==> src/rtl/inst_prefetch_queue.sv <==
// Instruction prefetch queue: issues sequential fetches, tags responses with their PC and queues them for decode.
// Optional PREFETCH_PERF_EN adds saturating starvation and flush counters.
module inst_prefetch_queue #(
  parameter int          DEPTH    = 4,
  parameter logic [31:0] RESET_PC = 32'h0
) (
  input  logic        clk,
  input  logic        rst_n,
  output logic        imem_req_valid,
  input  logic        imem_req_ready,
  output logic [31:0] imem_addr,
  input  logic        imem_rsp_valid,
  input  logic [31:0] imem_rsp_data,
  output logic        if_valid,
  output logic [31:0] if_inst,
  output logic [31:0] if_pc,
  input  logic        if_ready,
  input  logic        redirect,
  input  logic [31:0] redirect_pc,
  input  logic        fetch_halt
`ifdef PREFETCH_PERF_EN
  ,
  output logic [31:0] perf_starve,
  output logic [15:0] perf_flush
`endif
);

  localparam int CW = $clog2(DEPTH + 1);
  localparam int PW = $clog2(DEPTH);
  localparam logic [CW:0]   DEPTH_W = (CW + 1)'(DEPTH);
  localparam logic [PW-1:0] PTR_ONE = PW'(1);

  logic          r_started;
  logic [31:0]   r_fetchPc;
  logic [CW-1:0] r_count;
  logic [CW-1:0] r_liveOut;
  logic [CW-1:0] r_dropCnt;
  logic [PW-1:0] r_rdPtr;
  logic [PW-1:0] r_wrPtr;
  logic [PW-1:0] r_tagRdPtr;
  logic [PW-1:0] r_tagWrPtr;
  logic [31:0]   r_instMem [DEPTH];
  logic [31:0]   r_pcMem   [DEPTH];
  logic [31:0]   r_tagMem  [DEPTH];

  logic w_creditOk;
  logic w_issue;
  logic w_rspDrop;
  logic w_rspKeep;
  logic w_push;
  logic w_pop;

  // Both the queue slots and the stale-response drain share the DEPTH credit budget.
  assign w_creditOk = (({1'b0, r_count} + {1'b0, r_liveOut}) < DEPTH_W) &&
                      (({1'b0, r_liveOut} + {1'b0, r_dropCnt}) < DEPTH_W);

  assign imem_req_valid = r_started & ~redirect & ~fetch_halt & w_creditOk;
  assign imem_addr      = r_fetchPc;

  assign w_issue   = imem_req_valid & imem_req_ready;
  assign w_rspDrop = imem_rsp_valid & (r_dropCnt != '0);
  assign w_rspKeep = imem_rsp_valid & (r_dropCnt == '0);
  assign w_push    = w_rspKeep & ~redirect;
  assign w_pop     = if_valid & if_ready & ~redirect;

  assign if_valid = (r_count != '0);
  assign if_inst  = if_valid ? r_instMem[r_rdPtr] : 32'h0;
  assign if_pc    = if_valid ? r_pcMem[r_rdPtr]   : 32'h0;

  always_ff @(posedge clk or negedge rst_n) begin
    if (!rst_n) begin
      r_started  <= 1'b0;
      r_fetchPc  <= RESET_PC;
      r_count    <= '0;
      r_liveOut  <= '0;
      r_dropCnt  <= '0;
      r_rdPtr    <= '0;
      r_wrPtr    <= '0;
      r_tagRdPtr <= '0;
      r_tagWrPtr <= '0;
    end else begin
      r_started <= 1'b1;
      if (redirect) begin
        // A response landing this cycle settles against the old counters before the transfer.
        r_fetchPc  <= redirect_pc;
        r_count    <= '0;
        r_rdPtr    <= '0;
        r_wrPtr    <= '0;
        r_tagRdPtr <= '0;
        r_tagWrPtr <= '0;
        r_dropCnt  <= r_dropCnt - CW'(w_rspDrop) + r_liveOut - CW'(w_rspKeep);
        r_liveOut  <= '0;
      end else begin
        if (w_issue) begin
          r_fetchPc  <= r_fetchPc + 32'd1;
          r_tagWrPtr <= r_tagWrPtr + PTR_ONE;
        end
        if (w_push) begin
          r_wrPtr    <= r_wrPtr + PTR_ONE;
          r_tagRdPtr <= r_tagRdPtr + PTR_ONE;
        end
        if (w_pop) begin
          r_rdPtr <= r_rdPtr + PTR_ONE;
        end
        r_count   <= r_count + CW'(w_push) - CW'(w_pop);
        r_liveOut <= r_liveOut + CW'(w_issue) - CW'(w_rspKeep);
        r_dropCnt <= r_dropCnt - CW'(w_rspDrop);
      end
    end
  end

  always_ff @(posedge clk) begin
    if (w_issue) begin
      r_tagMem[r_tagWrPtr] <= r_fetchPc;
    end
    if (w_push) begin
      r_instMem[r_wrPtr] <= imem_rsp_data;
      r_pcMem[r_wrPtr]   <= r_tagMem[r_tagRdPtr];
    end
  end

`ifdef PREFETCH_PERF_EN
  logic [31:0] r_perfStarve;
  logic [15:0] r_perfFlush;

  always_ff @(posedge clk or negedge rst_n) begin
    if (!rst_n) begin
      r_perfStarve <= '0;
      r_perfFlush  <= '0;
    end else begin
      if (!if_valid && !fetch_halt && (r_perfStarve != '1)) begin
        r_perfStarve <= r_perfStarve + 32'd1;
      end
      if (redirect && (r_perfFlush != '1)) begin
        r_perfFlush <= r_perfFlush + 16'd1;
      end
    end
  end

  assign perf_starve = r_perfStarve;
  assign perf_flush  = r_perfFlush;
`endif

endmodule

==> config.mk <==
export PLATFORM = sky130hd
export DESIGN_NAME = inst_prefetch_queue
export DESIGN_NICKNAME = d
export VERILOG_FILES = /design/src/rtl/inst_prefetch_queue.sv
export SDC_FILE = /design/constraint.sdc
export NUM_CORES = 1
export LEC_CHECK = 0
export CAP_MARGIN = 20
export CORE_MARGIN = 8
export CORE_UTILIZATION = 44
export CTS_CLUSTER_DIAMETER = 30
export DETAILED_ROUTE_END_ITERATION = 12
export GPL_ROUTABILITY_DRIVEN = 0
export GPL_TIMING_DRIVEN = 1
export PLACE_DENSITY_LB_ADDON = 0.12
export SYNTH_ARGS = -nofsm -noshare
export SYNTH_HDL_FRONTEND = slang
export SYNTH_SLANG_ARGS = --single-unit
==> constraint.sdc <==
create_clock -name clk -period 4.49 [get_ports clk]
set_input_delay 0.6735 -clock clk [delete_from_list [all_inputs] [get_ports clk]]
set_output_delay 0.6735 -clock clk [all_outputs]
set_load 0.01 [all_outputs]
# Word-level counts from Yosys, hierarchy flattened
# Memories as Yosys holds them, arrays and structs flattened.
# Cells that the tools add are included.
[totals]
output_inout_bits = 98
register_bits = 50
wordCells = 65
in_bits = 71
n_memories = 3
ramBits = 384
[classes]
mux = 19
bitwise_logic = 11
magnitude_cmp = 2
addsub = 14
reduce_logical = 7
[mem_list]
columns = ["memory", "depth", "width", "read_ports", "rd_clocked_by_memory_dff", "wr", "line_no", "source"]
rows = [
  ["r_instMem", 4, 32, 1, 0, 1, "42", "logic [31:0] r_instMem [DEPTH];"],
  ["r_pcMem", 4, 32, 1, 0, 1, "43", "logic [31:0] r_pcMem [DEPTH];"],
  ["r_tagMem", 4, 32, 1, 0, 1, "44", "logic [31:0] r_tagMem [DEPTH];"],
]
[ops]
columns = ["operator", "count"]
rows = [
  ["2-to-1 mux 32 bit", 4],
  ["adder 32 x 1 -> 32 bit, second input constant", 1],
  ["2-to-1 mux 2 bit", 8],
  ["subtractor 3 x 1 -> 3 bit", 4],
  ["AND 1 bit", 9],
  ["2-to-1 mux 3 bit", 3],
  ["adder 2 x 1 -> 2 bit, second input constant", 4],
  ["adder 3 x 3 -> 4 bit", 2],
  ["less-than comparator 4 x 3 -> 1 bit, second input constant", 2],
  ["adder 3 x 1 -> 3 bit", 2],
  ["nonzero test 2 bit", 3],
  ["nonzero test 3 bit", 2],
  ["2-to-1 mux 1 bit", 4],
  ["adder 3 bit", 1],
  ["logical NOT 3 bit", 1],
  ["NOT 1 bit", 2],
  ["logical AND 1 bit", 1],
]

# Logic depth before layout (Yosys ltp)
[logic_depth]
ltp_word = 8
depth_mapped = 12
mapped_depth_nobuf = 11

# Worst setup path before layout
# Ideal clock, no wire load.
[synth_timing]
path_kind = "reg2reg"
from = "register r_liveOut[2]"
to = "memory r_tagMem[0][0], enable pin"
t_required_ns = 4.098
period_less_slack_ns = 3.156
stages_incl_launch_ff = 7
slack_ns = 1.334
arrival_ns = 2.764
n_path_buf = 2
setup_time_ns = 0.392
cell_sequence = "dfrtp_1 > ha_1 > or4_4 > a2111oi_2 > buf_2 > buf_2 > and2_1"
[synth_via]
elab_chain_len = 7
elab_cells_between_ends = 9
classes_between = "add/sub (2); order compare (2); mux (2); bitwise (2); reduce/logical (1)"
[synth_rtl]
columns = ["item", "line_no", "source"]
rows = [
  ["start, declared", "36", "logic [CW-1:0] r_liveOut;"],
  ["start signal, assigned", "106", "r_liveOut <= r_liveOut + CW'(w_issue) - CW'(w_rspKeep);"],
  ["adder 3 x 3 -> 4 bit (on tied branches)", "54, 55", ""],
  ["less-than comparator 4 x 3 -> 1 bit (on tied branches)", "54, 55", ""],
  ["logical AND 1 bit *", "54", "assign w_creditOk = (({1'b0, r_count} + {1'b0, r_liveOut}) < DEPTH_W) &&"],
  ["AND 1 bit *", "57", "assign imem_req_valid = r_started & ~redirect & ~fetch_halt & w_creditOk;"],
  ["AND 1 bit *", "60", "assign w_issue = imem_req_valid & imem_req_ready;"],
  ["2-to-1 mux 1 bit *", "113", "if (w_issue) begin"],
  ["2-to-1 mux 1 bit (implied by the code) *", "114", "r_tagMem[r_tagWrPtr] <= r_fetchPc;"],
  ["end, declared", "44", ""],
]
# Every way passes the cells marked *; elsewhere a longest branch is shown, timed or not.

# Final worst setup path
[layout_timing]
from = "register r_rdPtr[0]"
to = "output if_inst[3]"
[layout_via]
elab_chain_len = 2
[layout_rtl]
columns = ["item", "line_no", "source"]
rows = [
  ["start, declared", "38", "logic [PW-1:0] r_rdPtr;"],
  ["start signal, assigned", "103", "r_rdPtr <= r_rdPtr + PTR_ONE;"],
  ["memory read (4 x 32 bit)", "--", ""],
  ["2-to-1 mux 32 bit", "67", "assign if_inst = if_valid ? r_instMem[r_rdPtr] : 32'h0;"],
  ["end, declared", "15", "output logic [31:0] if_inst,"],
]
# Every way passes these cells.

==> key figures <==
Cells and area
  – Diode count: 0
  – Most common cell after layout, fill and taps aside: edfxtp_1
  – Synth-to-layout area growth: 32.66%
  – Nets: 1,264
  – Fin area: 23,080 um2
  – Final std cells w/o fill: 1,772
  – Commonest non-fill, non-tap cells in the layout: edfxtp_1 (384), clkdlybuf4s50_1 (166), mux4_2 (96)
  – Share of cells above drive strength 1: 0.2285

Floorplan
  – Die area: 46,150 um2
  – # IOs: 169
  – CORE AREA: 39,370 um2
  – Die width: 214.8 um
  – Initial Util: 0.4419
  – Die Y: 214.8 um
  – Rows: 73

Yosys
  – EDFF count, synth: 384
  – FF+latch count, synth: 434
  – Dominant cell type by area after synthesis: edfxtp_1
  – Synthesized area: 17,390 um2
  – Synth Flop Type: edfxtp_1
  – Mux share of post-synthesis cell area: 0.1260
  – Sequential-to-total area share from yosys stat: 0.7349
  – Top cell type's share of synthesized area: 0.6629
  – Adder-Cell Fraction of Synth Area: 0.01856
  – Post-synthesis xor/xnor area fraction: 0.007049
  – Largest cells by area after synthesis: edfxtp_1 (66%), mux4_2 (12%), dfrtp_1 (7.2%)
  – Post-synthesis compound-gate area fraction: 0.03014
  – Async set or reset register ratio after synthesis: 0.1152
  – Largest family of logic cells by synthesized area: multiplexers
  – Yosys warning total: 0
  – Syn nets: 1,028
  – Syn Inst Count: 933
  – Count of cell types in the netlist: 49
  – Simple-Gate Fraction of Synth Area: 0.06812
  – Mean Syn Cell Area: 18.64 um2

Outcome
  – Status: finished, final reports clean

Drt
  – ANT nets after route: 0
  – Met1 Wirelength: 17,410 um
  – First-pass detailed-route iteration total: 5
  – Highest metal used: met4
  – Post-DR wirelength/cell: 21.51 um
  – Vias: 9,448
  – Met2 routed WL: 17,590 um
  – Routed WL: 38,110 um
  – Met3 Wirelength: 2330 um
  – DR DRC count: 0
  – Detailed Route Iter0 Violations: 698
  – Vias per cell: 5.332

STA
  – Final setup viols: 0
  – Setup Skew: 0.01892 ns
  – Relative slew slack: 0.3206
  – Fin crit period: 3.662 ns
  – Post-route setup slack: 0.8277 ns
  – Final TNS setup: 0 ns
  – Unrepaired setup endpoints after global routing: no
  – FMAX: 273.1 MHz
  – Fin crit share: 0.8157
  – Worst Tran Pin Value: 1.018 ns
  – Final Hold Viols: 0
  – Max Slew Vio Count: 0

Global route
  – Largest net degree at the start of global routing: 51
  – Vias in the first global route: 10,370
  – Grt total ovfl: 0
  – Total GRT Usage: 0.1680
  – First-pass GRT wire length: 60,830 um
  – Initial antenna violation count: 0

Worst setup path
  – Start of the worst register-to-register path: r_liveOut[2]$_DFF_PN0_
  – Critical path startpoint category: register
  – Required @ worst endpoint: 3.82 ns
  – CP Class: reg -> out
  – CP Capture Type: output port
  – CP startpoint: r_rdPtr[0]$_DFFE_PN0P_
  – CP Max Fanout: 22
  – Crit path DAT: 2.99 ns

Clock tree
  – Clk Latency, worst-skew pair: 0.59 ns
  – Post-CTS resize count: 0
  – Post-CTS setup buffer count: 0
  – Hold buffers post-CTS: 0
  – CTS tree: yes
  – CTS clk-pin slew, worst paths: 0.05 ns
  – Root Buffer: clkbuf_16
  – CTS Sinks: 434
  – Num CTS Buffers: 92
  – Max Buffers Root-to-Sink: 3
  – Clock H-tree levels: 3

Power
  – PwrDens: 608.4 nW/um2
  – LEAKAGE: 7.768 nW
  – Max IR drop VDD: 0.3205 mV

Placed design
  – Placed cell areas: 19,790 um2
  – Hpwl dp: 22,800 um
  – Pre-CTS setup slack: 1.019 ns
  – Buffers on Ports: 168
  – Post-placement cell count: 1,600

Run
  – Max-cap violations: 0

Worst hold path
  – Worst hold path type: in -> async
==> worst max-delay path: stages (launching register included) <==
cell and delay, ns:
dfrtp_4 0.73, buf_4 0.43, mux4_2 0.56, and2_1 0.19
clkdlybuf4s50_1 0.49
==> flip-flops by register name, indices dropped and copies added (netlist names) <==
| signal | count |
|---|---|
| r_tagWrPtr | 2 |
| r_wrPtr | 2 |
| r_tagRdPtr | 2 |
| r_pcMem | 128 |
| r_liveOut | 3 |
| r_instMem | 128 |
| r_started | 1 |
| r_rdPtr | 2 |
| imem_addr | 32 |
| r_count | 3 |
| r_dropCnt | 3 |
| r_tagMem | 128 |
==> synthesized netlist by cell type (all sizes together) (2+ instances only) <==
| master | number |
|---|---|
| a2111oi | 2 |
| a21oi | 9 |
| a22oi | 2 |
| a31oi | 4 |
| and2 | 77 |
| and3 | 5 |
| and4 | 2 |
| buf | 15 |
| clkbuf | 31 |
| dfrtp | 50 |
| edfxtp | 384 |
| fa | 3 |
| ha | 21 |
| inv | 19 |
| mux2i | 3 |
| mux4 | 96 |
| nand2 | 53 |
| nand3 | 21 |
| nand4 | 14 |
| nor2 | 26 |
| nor2b | 3 |
| nor3 | 5 |
| nor4 | 4 |
| o211ai | 14 |
| o21ai | 23 |
| o311ai | 14 |
| or2 | 2 |
| or3 | 2 |
| or4 | 4 |
| xnor2 | 6 |
| xor2 | 8 |
==> stage by stage <==
stage          utilization  hold WS (ns)  total power [W]
2_1_floorplan            -        0.3779         0.006096
3_3_place_gp        0.5027        0.5423         0.007136
3_5_place_dp        0.5027        0.5695         0.007156
4_1_cts             0.5862        0.1677          0.01423
5_1_grt             0.5862        0.2053          0.01460
6_report            0.5862        0.1731          0.01404
==> final timing paths <==
kind	slack [ns]	endpoint	cells after the start
setup / recovery	0.83	if_inst[3]	4
hold / removal	0.17	imem_addr[17]$_DFFE_PN0P_	1
min in group clk	0.56	r_tagWrPtr[0]$_DFFE_PN0P_	1
hold reg to reg	0.56	r_tagWrPtr[0]$_DFFE_PN0P_	1
max in group asynchronous	3.51	r_rdPtr[0]$_DFFE_PN0P_	2
setup reg to reg	1.34	r_liveOut[2]$_DFF_PN0_	12
==> where the power goes <==
part           switching (W)  internal [W]
logic               0.000961       0.00120
registers           0.000253       0.00461
clock network        0.00212       0.00490
==> cell type report <==
type,count,area (um2)
Inverter,19,71.32
Sequential cell,434,12790
Timing Repair Buffer,188,1897
Multi-Input combinational cell,434,4377
Clock inverter,71,905.9
Fill cell,2941,16290
Clock buffer,101,2379
Tap cell,525,656.9
==> routing by layer <==
metal,GRT usage,vias to the layer above
met2,0.2569,317
met4,0.05690,0
met5,0,-
li1,-,4235
met1,0.2325,4831
met3,0.04382,65
==> logic make-up (layout without fill, tap and decap cells) <==
family,Yosys count,in the layout
flops,434,434
fa+ha+maj,24,24
simple gates,222,222
xor+xnor,14,14
buf+inv,65,379
other cells,1,1
compound gates,74,74
mux,99,99
Note: power is estimated with default switching activity, not from simulation.
